### src/rtl/divider_if.sv
// Pipeline-side handshake bundle for the iterative divider: operands, request,
// result and stall, plus the divider's FSM state for observation.
interface divider_if #(parameter int WIDTH = 32);
  logic [WIDTH-1:0] a;
  logic [WIDTH-1:0] b;
  logic             start;
  logic [2:0]       div_funct3;
  logic [WIDTH-1:0] div_fout;
  logic             div_stall;
  logic [1:0]       div_state;

  // start is held with stable operands while div_stall is high; the request
  // completes in the cycle where start is high and div_stall is low.
  modport master (output a, b, start, div_funct3, input div_fout, div_stall, div_state);
  modport slave  (input a, b, start, div_funct3, output div_fout, div_stall, div_state);
endinterface

### src/rtl/divider.sv
// Iterative radix-2 restoring divider for RV32M DIV/DIVU/REM/REMU.
// Normal operations take 33 cycles; divide-by-zero and signed overflow take 1.
module divider #(
   parameter int WIDTH = 32
) (
   input  logic       clk,
   input  logic       rst,
   divider_if.slave   bus
);

   typedef enum logic [1:0] {IDLE = 2'd0, CALC = 2'd1, DONE = 2'd2} state_t;

   localparam logic [WIDTH-1:0] MIN_NEG = {1'b1, {(WIDTH-1){1'b0}}};

   state_t           state, next_state;
   logic [4:0]       cnt;
   logic [WIDTH:0]   rem_r;
   logic [WIDTH-1:0] quo_r;
   logic [WIDTH-1:0] div_r;
   logic             sign_q, sign_r, sel_rem;
   logic [WIDTH-1:0] fout_r;

   // Unsupported funct3 (bit 2 clear) falls through to the unsigned datapath.
   logic             signed_op;
   logic [WIDTH-1:0] a_abs, b_abs;
   logic             div_zero, ovf, special;

   assign signed_op = bus.div_funct3[2] & ~bus.div_funct3[0];
   assign a_abs     = (signed_op & bus.a[WIDTH-1]) ? -bus.a : bus.a;
   assign b_abs     = (signed_op & bus.b[WIDTH-1]) ? -bus.b : bus.b;
   assign div_zero  = (bus.b == '0);
   assign ovf       = signed_op & (bus.a == MIN_NEG) & (bus.b == '1);
   assign special   = div_zero | ovf;

   logic [WIDTH:0]   r_sh, t, r_nx;
   logic [WIDTH-1:0] q_nx, quo_fix, rem_fix;

   assign r_sh    = {rem_r[WIDTH-1:0], quo_r[WIDTH-1]};
   assign t       = r_sh - {1'b0, div_r};
   assign r_nx    = t[WIDTH] ? r_sh : t;
   assign q_nx    = {quo_r[WIDTH-2:0], ~t[WIDTH]};
   assign quo_fix = sign_q ? -q_nx : q_nx;
   assign rem_fix = sign_r ? -r_nx[WIDTH-1:0] : r_nx[WIDTH-1:0];

   always_ff @(posedge clk or negedge rst) begin
      if (!rst) state <= IDLE;
      else      state <= next_state;
   end

   always_comb begin
      next_state = state;
      case (state)
         IDLE:    if (bus.start) next_state = special ? DONE : CALC;
         CALC:    if (cnt == 5'd0) next_state = DONE;
         DONE:    next_state = IDLE;
         default: next_state = IDLE;
      endcase
   end

   always_ff @(posedge clk or negedge rst) begin
      if (!rst) begin
         cnt     <= 5'd0;
         rem_r   <= '0;
         quo_r   <= '0;
         div_r   <= '0;
         sign_q  <= 1'b0;
         sign_r  <= 1'b0;
         sel_rem <= 1'b0;
         fout_r  <= '0;
      end else begin
         case (state)
            IDLE: if (bus.start) begin
               sel_rem <= bus.div_funct3[1];
               sign_q  <= signed_op & (bus.a[WIDTH-1] ^ bus.b[WIDTH-1]);
               sign_r  <= signed_op & bus.a[WIDTH-1];
               div_r   <= b_abs;
               if (div_zero)
                  fout_r <= bus.div_funct3[1] ? bus.a : '1;
               else if (ovf)
                  fout_r <= bus.div_funct3[1] ? '0 : MIN_NEG;
               else begin
                  rem_r <= '0;
                  quo_r <= a_abs;
                  cnt   <= 5'd31;
               end
            end
            CALC: begin
               rem_r <= r_nx;
               quo_r <= q_nx;
               cnt   <= cnt - 5'd1;
               if (cnt == 5'd0) fout_r <= sel_rem ? rem_fix : quo_fix;
            end
            default: ;
         endcase
      end
   end

   // Stall is forced low in reset so a held start cannot leak through.
   assign bus.div_stall = rst & (((state == IDLE) & bus.start) | (state == CALC));
   assign bus.div_fout  = fout_r;
   assign bus.div_state = state;

endmodule
### src/flat_wrapper.sv
// flat-port wrapper written by rule: the top's interface ports become plain ports
module divider_flat 
#(
   parameter int WIDTH = 32
)
  (clk, rst, bus_a, bus_b, bus_start, bus_div_funct3, bus_div_fout, bus_div_stall, bus_div_state);
  divider_if #(.WIDTH(WIDTH)) bus_i ();
  input  logic clk;
  input  logic rst;
  input wire logic [$bits(bus_i.a)-1:0] bus_a;
  input wire logic [$bits(bus_i.b)-1:0] bus_b;
  input wire logic [$bits(bus_i.start)-1:0] bus_start;
  input wire logic [$bits(bus_i.div_funct3)-1:0] bus_div_funct3;
  output wire logic [$bits(bus_i.div_fout)-1:0] bus_div_fout;
  output wire logic [$bits(bus_i.div_stall)-1:0] bus_div_stall;
  output wire logic [$bits(bus_i.div_state)-1:0] bus_div_state;
  assign bus_i.a = bus_a;
  assign bus_i.b = bus_b;
  assign bus_i.start = bus_start;
  assign bus_i.div_funct3 = bus_div_funct3;
  assign bus_div_fout = bus_i.div_fout;
  assign bus_div_stall = bus_i.div_stall;
  assign bus_div_state = bus_i.div_state;
  divider #(.WIDTH(WIDTH)) u_core (.clk(clk), .rst(rst), .bus(bus_i));
endmodule
### config.mk
export PLATFORM = sky130hd
export DESIGN_NAME = divider_flat
export DESIGN_NICKNAME = d
export VERILOG_FILES = /design/src/rtl/divider_if.sv /design/src/rtl/divider.sv /design/src/flat_wrapper.sv
export SDC_FILE = /design/constraint.sdc
export NUM_CORES = 1
export LEC_CHECK = 0
export CAP_MARGIN = 20
export CORE_MARGIN = 1.5
export CORE_UTILIZATION = 40
export CTS_BUF_LIST = sky130_fd_sc_hd__clkbuf_4 sky130_fd_sc_hd__clkbuf_8
export DETAILED_ROUTE_END_ITERATION = 8
export MAX_ROUTING_LAYER = met4
export PLACE_DENSITY = 0.6
export SLEW_MARGIN = 20
export SYNTH_ARGS = -nofsm -noshare
export SYNTH_HDL_FRONTEND = slang
export SYNTH_SLANG_ARGS = --single-unit
### constraint.sdc
create_clock -name clk -period 7.74 [get_ports clk]
set_input_delay 1.161 -clock clk [delete_from_list [all_inputs] [get_ports clk]]
set_output_delay 1.161 -clock clk [all_outputs]
set_load 0.01 [all_outputs]
Word level (Yosys, flattened, before mapping)

Index checks and enable logic that the tools add are counted.

Equal/unequal tests: 8
Reductions and logical operators: 8
Add/subtract/negate cells: 6
Bitwise operators: 13
Multiplexer cells: 29

Operators by type and width:

| cell                                                 | number |
|---|---|
| 2-to-1 mux 32 bit                                    | 18 |
| one-hot mux 32 bit (2 select lines)                  | 3 |
| negator 32 bit                                       | 4 |
| equality test 32 bit (second input constant)         | 2 |
| subtractor 33 x 32 -> 33 bit                         | 1 |
| logical NOT 32 bit                                   | 1 |
| 2-to-1 mux 5 bit                                     | 3 |
| one-hot mux 5 bit (2 select lines)                   | 1 |
| AND 1 bit                                            | 8 |
| AND reduction 4 bit                                  | 2 |
| 2-to-1 mux 2 bit                                     | 3 |
| != test 2 bit (second input constant)                | 3 |
| logical NOT 5 bit                                    | 1 |
| subtractor 5 x 1 -> 5 bit (second input constant)    | 1 |
| one-hot mux 2 bit (2 select lines)                   | 1 |
| AND reduction 2 bit                                  | 2 |
| != test 3 x 1 -> 1 bit (second input constant)       | 1 |
| equality test 2 x 1 -> 1 bit (second input constant) | 1 |
| logical NOT 2 bit                                    | 1 |
| != test 2 x 1 -> 1 bit (second input constant)       | 1 |
| inverter 1 bit                                       | 2 |
| OR 1 bit                                             | 2 |
| nonzero test 2 bit                                   | 1 |
| XOR 1 bit                                            | 1 |

Logic and storage cells: 73
Bits of input ports: 70
Output and inout bits: 35
Flip-flop bits (word level): 138

Longest topological paths before layout

Depth after elaboration: 8
Mapped depth: 24
Depth with buffers taken out: 23

Worst setup path after synthesis

Ideal clock, no wire load.

Kind: flip-flop to flip-flop
Start: register u_core.quo_r[31]
End: register u_core.fout_r[30], in the netlist u_core.bus.div_fout[30]
Data required time: 7.608 ns
Data arrival time: 4.617 ns
Slack: 2.991 ns
Path buffers: 1
Cell stages (with the launch flop): 25
Period minus slack after synthesis: 4.749 ns
Library setup time: 0.132 ns
Cells stage by stage: dfrtp_1 > inv_1 > ha_1 > fa_1 > nand2b_1 > a21oi_2 > o211ai_2 > a21o_2 > a21oi_4 > o31a_2 > nor2_4 > inv_2 > buf_2 > nor2_1 > a21oi_1 > ha_1 > nand2_1 > or4_1 > nand3b_1 > inv_1 > a31oi_1 > nor4b_2 > a41oi_1 > xor2_1 > o211ai_2

Cells in the longest elaborated chain, start to end: 7
Elaborated cells on any way between the ends: 10
Classes of those cells: add/sub: 3; mux: 6; bitwise: 1

Ends and longest elaborated chain:

| element                                             | line                         | RTL |
|---|---|---|
| start: declaration                                  | divider.sv:18                | `logic [WIDTH-1:0] quo_r;` |
| start signal: assignment                            | divider.sv:83                | `quo_r <= a_abs;` |
| start signal: assignment                            | divider.sv:89                | `quo_r <= q_nx;` |
| subtractor 33 x 32 -> 33 bit                        | divider.sv:39                | `assign t = r_sh - {1'b0, div_r};` |
| 2-to-1 mux 32 bit or inverter 1 bit (tied branches) | divider.sv:40, divider.sv:41 |  |
| negator 32 bit, on equally long branches            | divider.sv:43, divider.sv:42 |  |
| 2-to-1 mux 32 bit, on equally long branches         | divider.sv:43, divider.sv:42 |  |
| 2-to-1 mux 32 bit * (2 in a row)                    | divider.sv:91                | `if (cnt == 5'd0) fout_r <= sel_rem ? rem_fix : quo_fix;` |
| one-hot mux 32 bit (2 select lines) *               | divider.sv:71                | `case (state)` |
| end signal: assignment                              | divider.sv:78                | `fout_r <= bus.div_funct3[1] ? bus.a : '1;` |
| end signal: assignment                              | divider.sv:80                | `fout_r <= bus.div_funct3[1] ? '0 : MIN_NEG;` |
| end signal: assignment                              | divider.sv:91                |  |
| end: declaration                                    | divider.sv:21                | `logic [WIDTH-1:0] fout_r;` |

Mark *: on every way between the ends. The rest lies on a longest branch, timed or not. The select of a mux whose other input is x is not followed.
A chain may end at the register's enable or synchronous reset.

Worst setup path after layout

Same ends and word-level chain as after synthesis.

==> results list <==
* Setup repair after global routing missed its margin: no
* Vias in the first global route: 10,430
- Global placer's final weighted congestion: 0.9026
- The clock net in this run drives a total of 138 sinks.
- In this run the horizontal extent of the chip is 172.7 um.
- # nets final: ~1,600
- Worst reg2reg path depth: 23
* Area of the placeable core: 28,090 sq um
- Category of cells accounting for the largest share of critical-path delay: compound AO/OA/AOI/OAI gates
- Leakage: between 0.005 and 0.006 uW
- Detailed router's first-iteration violation count: 958
- The finished layout holds 1,863 standard cells, fillers aside.
- Critical path class: reg -> reg
- I/O pin total: 105
- The number of nets handed over by synthesis was 1,521.
- Routed Wire Length: 37,650 um
- Counting the buffers created by CTS gives 17.
* Number of maximum-capacitance violations: 0
* Count of endpoints failing setup in the final report: 0
- Number of distinct standard cells referenced by the synthesized netlist: 105
- Count of buffers from port buffering: 104
- TritonCTS built the clock tree.
* Detailed-routing iteration count for the pre-antenna-repair pass: 7
- Leaving out fill and tap cells, the most frequent cells in the layout are 158 x sky130_fd_sc_hd__nor2_1, 141 x sky130_fd_sc_hd__nand2_1, 138 x sky130_fd_sc_hd__dfrtp_1.
- Number of max-slew violations in the final report: 0
- Ratio of cells with drive above 1 in the final layout: about 7.9%
* Worst-case register-to-register setup slack: 1.73 ns
- Post-route setup TNS: 0 ns
- Drt wl/cell: 20.21 um
- Power density over the cells: 356.9 nW/um^2
- Traced cell by cell, the critical path runs through inv_1, ha_1, fa_1, nand2b_1, a21oi_2, o211ai_2, a21o_2, a21oi_4, o21ai_2, nor2_4, buf_4, inv_2, a21oi_1, ha_1, nand2_1, or4_1, nand3b_1, inv_1, a31oi_1, nor4b_2, a41oi_1, xor2_1, o211ai_2.
- For this design, the CTS-stage hold fixing added 0 buffers.
- Die span in y: ~170 um
- Sum of buffers and inverters on the critical path: 4
- Worst min-delay path class: reg -> reg
- Startpoint class of the critical path: flip-flop
* Fraction of registers with async set or reset after synthesis: 100.0%
* Remaining max-slew budget at the tightest pin: 30.15%
* Initial Utilization: 41.01%
* Clk Tree Root Cell: sky130_fd_sc_hd__clkbuf_8
* Residual DRC: 0
- Synthesis Warnings: 0
- Worst Hold Depth: 2
- STA puts the critical path data arrival time at about 6.4 ns.
* Largest stage delay on the critical path: 0.54 ns
- Req. time, crit path: 8.09 ns
* Pre-CTS WS: 1.811 ns
- In the synthesized netlist the dominant register cell turns out to be sky130_fd_sc_hd__dfrtp_1.
- Cell Count Post-Placement: around 1,800
* Synth Area per Inst: just over 8 sq um
- Start of the worst register-to-register path: u_core.quo_r[31]
- Fin Clk Skew: between 0.03 and 0.04 ns
* Number of enable flip-flop cells after synthesis: 0
- The floorplan has 61 rows.
- Commonest non-fill, non-tap cell in the layout: sky130_fd_sc_hd__nor2_1
- The endpoint identified for the worst register-to-register timing path is u_core.bus.div_fout[30].
* CTS clock-pin slew for the worst setup and hold paths: 0.12 ns
- In this run the remaining antenna-violating nets after routing total 0.
- STA classifies the critical path endpoint as a flip-flop.
* IR Drop Worst-Case VDD: 438.4 uV
- Top achievable clock speed: 166.3 MHz
* Antenna violations before repair: 0
- The area growth from synthesis to layout is 14.12%.
- Via count of the routed design: roughly 11,000
- After technology mapping, the gate count stands at 1,411.
* Vias/cell: just under 6
- Summing every instance area after synthesis gives 11,520 sq um.
* N_diodes: 0
- Leftover overflow at the end of global routing: 0
- Once the clock tree was built, the setup fixing pass inserted 0 buffers.
- The largest individual stage delay along the critical path comes from the cell sky130_fd_sc_hd__or4_1.
- Entering global routing, the biggest net connects around 70 pins.
- Half-perimeter wire length after placement: approximately 28,000 um
- Fin crit period: 6.013 ns
* H-tree depth: 4
- Finished Core Util: a little under half
- Pin slew with the least headroom to its limit: 1.048 ns
- The run finished with clean final reports.
- Hold endpoint: u_core.bus.div_fout[4]
- Fin crit share: 77.69%
* Die Area: 29,830 sq um
- Launch instance of the worst min-delay path: u_core.bus.div_fout[4]
* Post-cts sizing count: 0
- Critical-path maximum fanout: 39
- The first global-routing pass estimated 60,120 um of wire.
- FF+latch count, synth: 138
- Sequential share of the synthesized area: approximately 30%
* Post-route worst setup slack: between 1.5 and 2 ns
* Number of buffers on the longest clock path: 2
- The final count of hold timing violations was 0.
- The clock reaches the later pin of the worst-skew pair after roughly 0.5 ns.
* Worst-case hold slack: between 0.4 and 0.5 ns
- Global routing usage summed across all routing layers: about 26%
==> per-layer routing <==
metal	vias up	GRT usage, %	routed length, um
li1	5233	-	-
met1	5332	35.53	17730
met2	338	40.98	17550
met3	43	3.188	1813
met4	0	6.159	559
met5	-	-	0
==> how the worst max path moves through the flow <==
stage	startpoint	to	slack, ns	cells past startpoint
2_1_floorplan	u_core.quo_r[31]	u_core.bus.div_fout[30]	2.99	24
3_3_place_gp	u_core.quo_r[31]	u_core.bus.div_fout[30]	1.94	23
3_5_place_dp	u_core.quo_r[31]	u_core.bus.div_fout[30]	1.81	23
4_1_cts	u_core.quo_r[31]	u_core.bus.div_fout[30]	1.77	23
5_1_grt	u_core.quo_r[31]	u_core.bus.div_fout[30]	1.26	23
6_report	u_core.quo_r[31]	u_core.bus.div_fout[30]	1.73	23
==> area by class of cell <==
type                            count  area (sq um)
Fill cell                        2884         14940
Multi-Input combinational cell   1135          7448
Sequential cell                   138          3453
Timing Repair Buffer              118          1167
Tap cell                          378         473.0
Clock buffer                       18         247.7
Inverter                           62         232.7
Clock inverter                     14         123.9
==> flip-flops by register name, summed over array words and instances (netlist names) <==
| name | count |
|---|---|
| u_core.bus.div_fout | 32 |
| u_core.div_r | 32 |
| u_core.quo_r | 32 |
| u_core.rem_r | 32 |
| u_core.cnt | 5 |
| u_core.bus.div_state | 2 |
| u_core.sel_rem | 1 |
| u_core.sign_q | 1 |
| u_core.sign_r | 1 |
==> cells in the mapped netlist (19+ instances only) <==
library cell	count	share of area [%]
sky130_fd_sc_hd__a21oi_1	114	5.0
sky130_fd_sc_hd__o21ai_0	119	5.2
sky130_fd_sc_hd__mux2i_1	22	1.9
sky130_fd_sc_hd__a221o_1	31	2.7
sky130_fd_sc_hd__xnor2_1	79	6.0
sky130_fd_sc_hd__xor2_1	68	5.2
sky130_fd_sc_hd__nand2_1	141	4.6
sky130_fd_sc_hd__clkbuf_1	41	1.3
sky130_fd_sc_hd__o21ai_1	22	0.96
sky130_fd_sc_hd__nor2_1	158	5.1
sky130_fd_sc_hd__o211ai_1	20	1.3
sky130_fd_sc_hd__ha_1	39	4.2
sky130_fd_sc_hd__nand4_1	19	1.0
sky130_fd_sc_hd__inv_1	61	2.0
sky130_fd_sc_hd__nor3_1	23	1.0
sky130_fd_sc_hd__o31ai_1	22	1.4
sky130_fd_sc_hd__dfrtp_1	138	30
==> power breakdown <==
part           total [uW]  internal [uW]  switching, uW
combinational        2760           1090           1670
sequential           1320           1000            315
clock                 610            243            368
total                4690           2340           2360
==> cells by family (layout without fill, tap and decap cells) <==
group | Yosys count | after routing | share of synthesized area (%)
mux | 28 | 28 | 2.531
compound gates | 458 | 458 | 27.16
fa+ha+maj | 40 | 40 | 4.410
xor+xnor | 147 | 147 | 11.18
simple gates | 462 | 462 | 19.08
buf+inv | 138 | 212 | 5.659
flops | 138 | 138 | 29.98
==> worst register-to-register path, delay by kind of cell (launching register included) <==
kind,cells,cell delay (ns)
buffers and inverters,4,1.09
AO/OA/AOI/OAI,9,1.84
XOR/XNOR,1,0.20
adder cells (fa/ha/maj),3,0.85
AND/OR/NAND/NOR,6,1.51
flip-flops,1,0.43
==> stage by stage <==
stage	power [uW]	cell area, sq um
3_5_place_dp	4059	12770
3_3_place_gp	4022	12740
5_1_grt	5039	13150
6_report	4692	13150
4_1_cts	4668	13140
2_1_floorplan	3179	11520
Power figures use the tool's default switching activity.
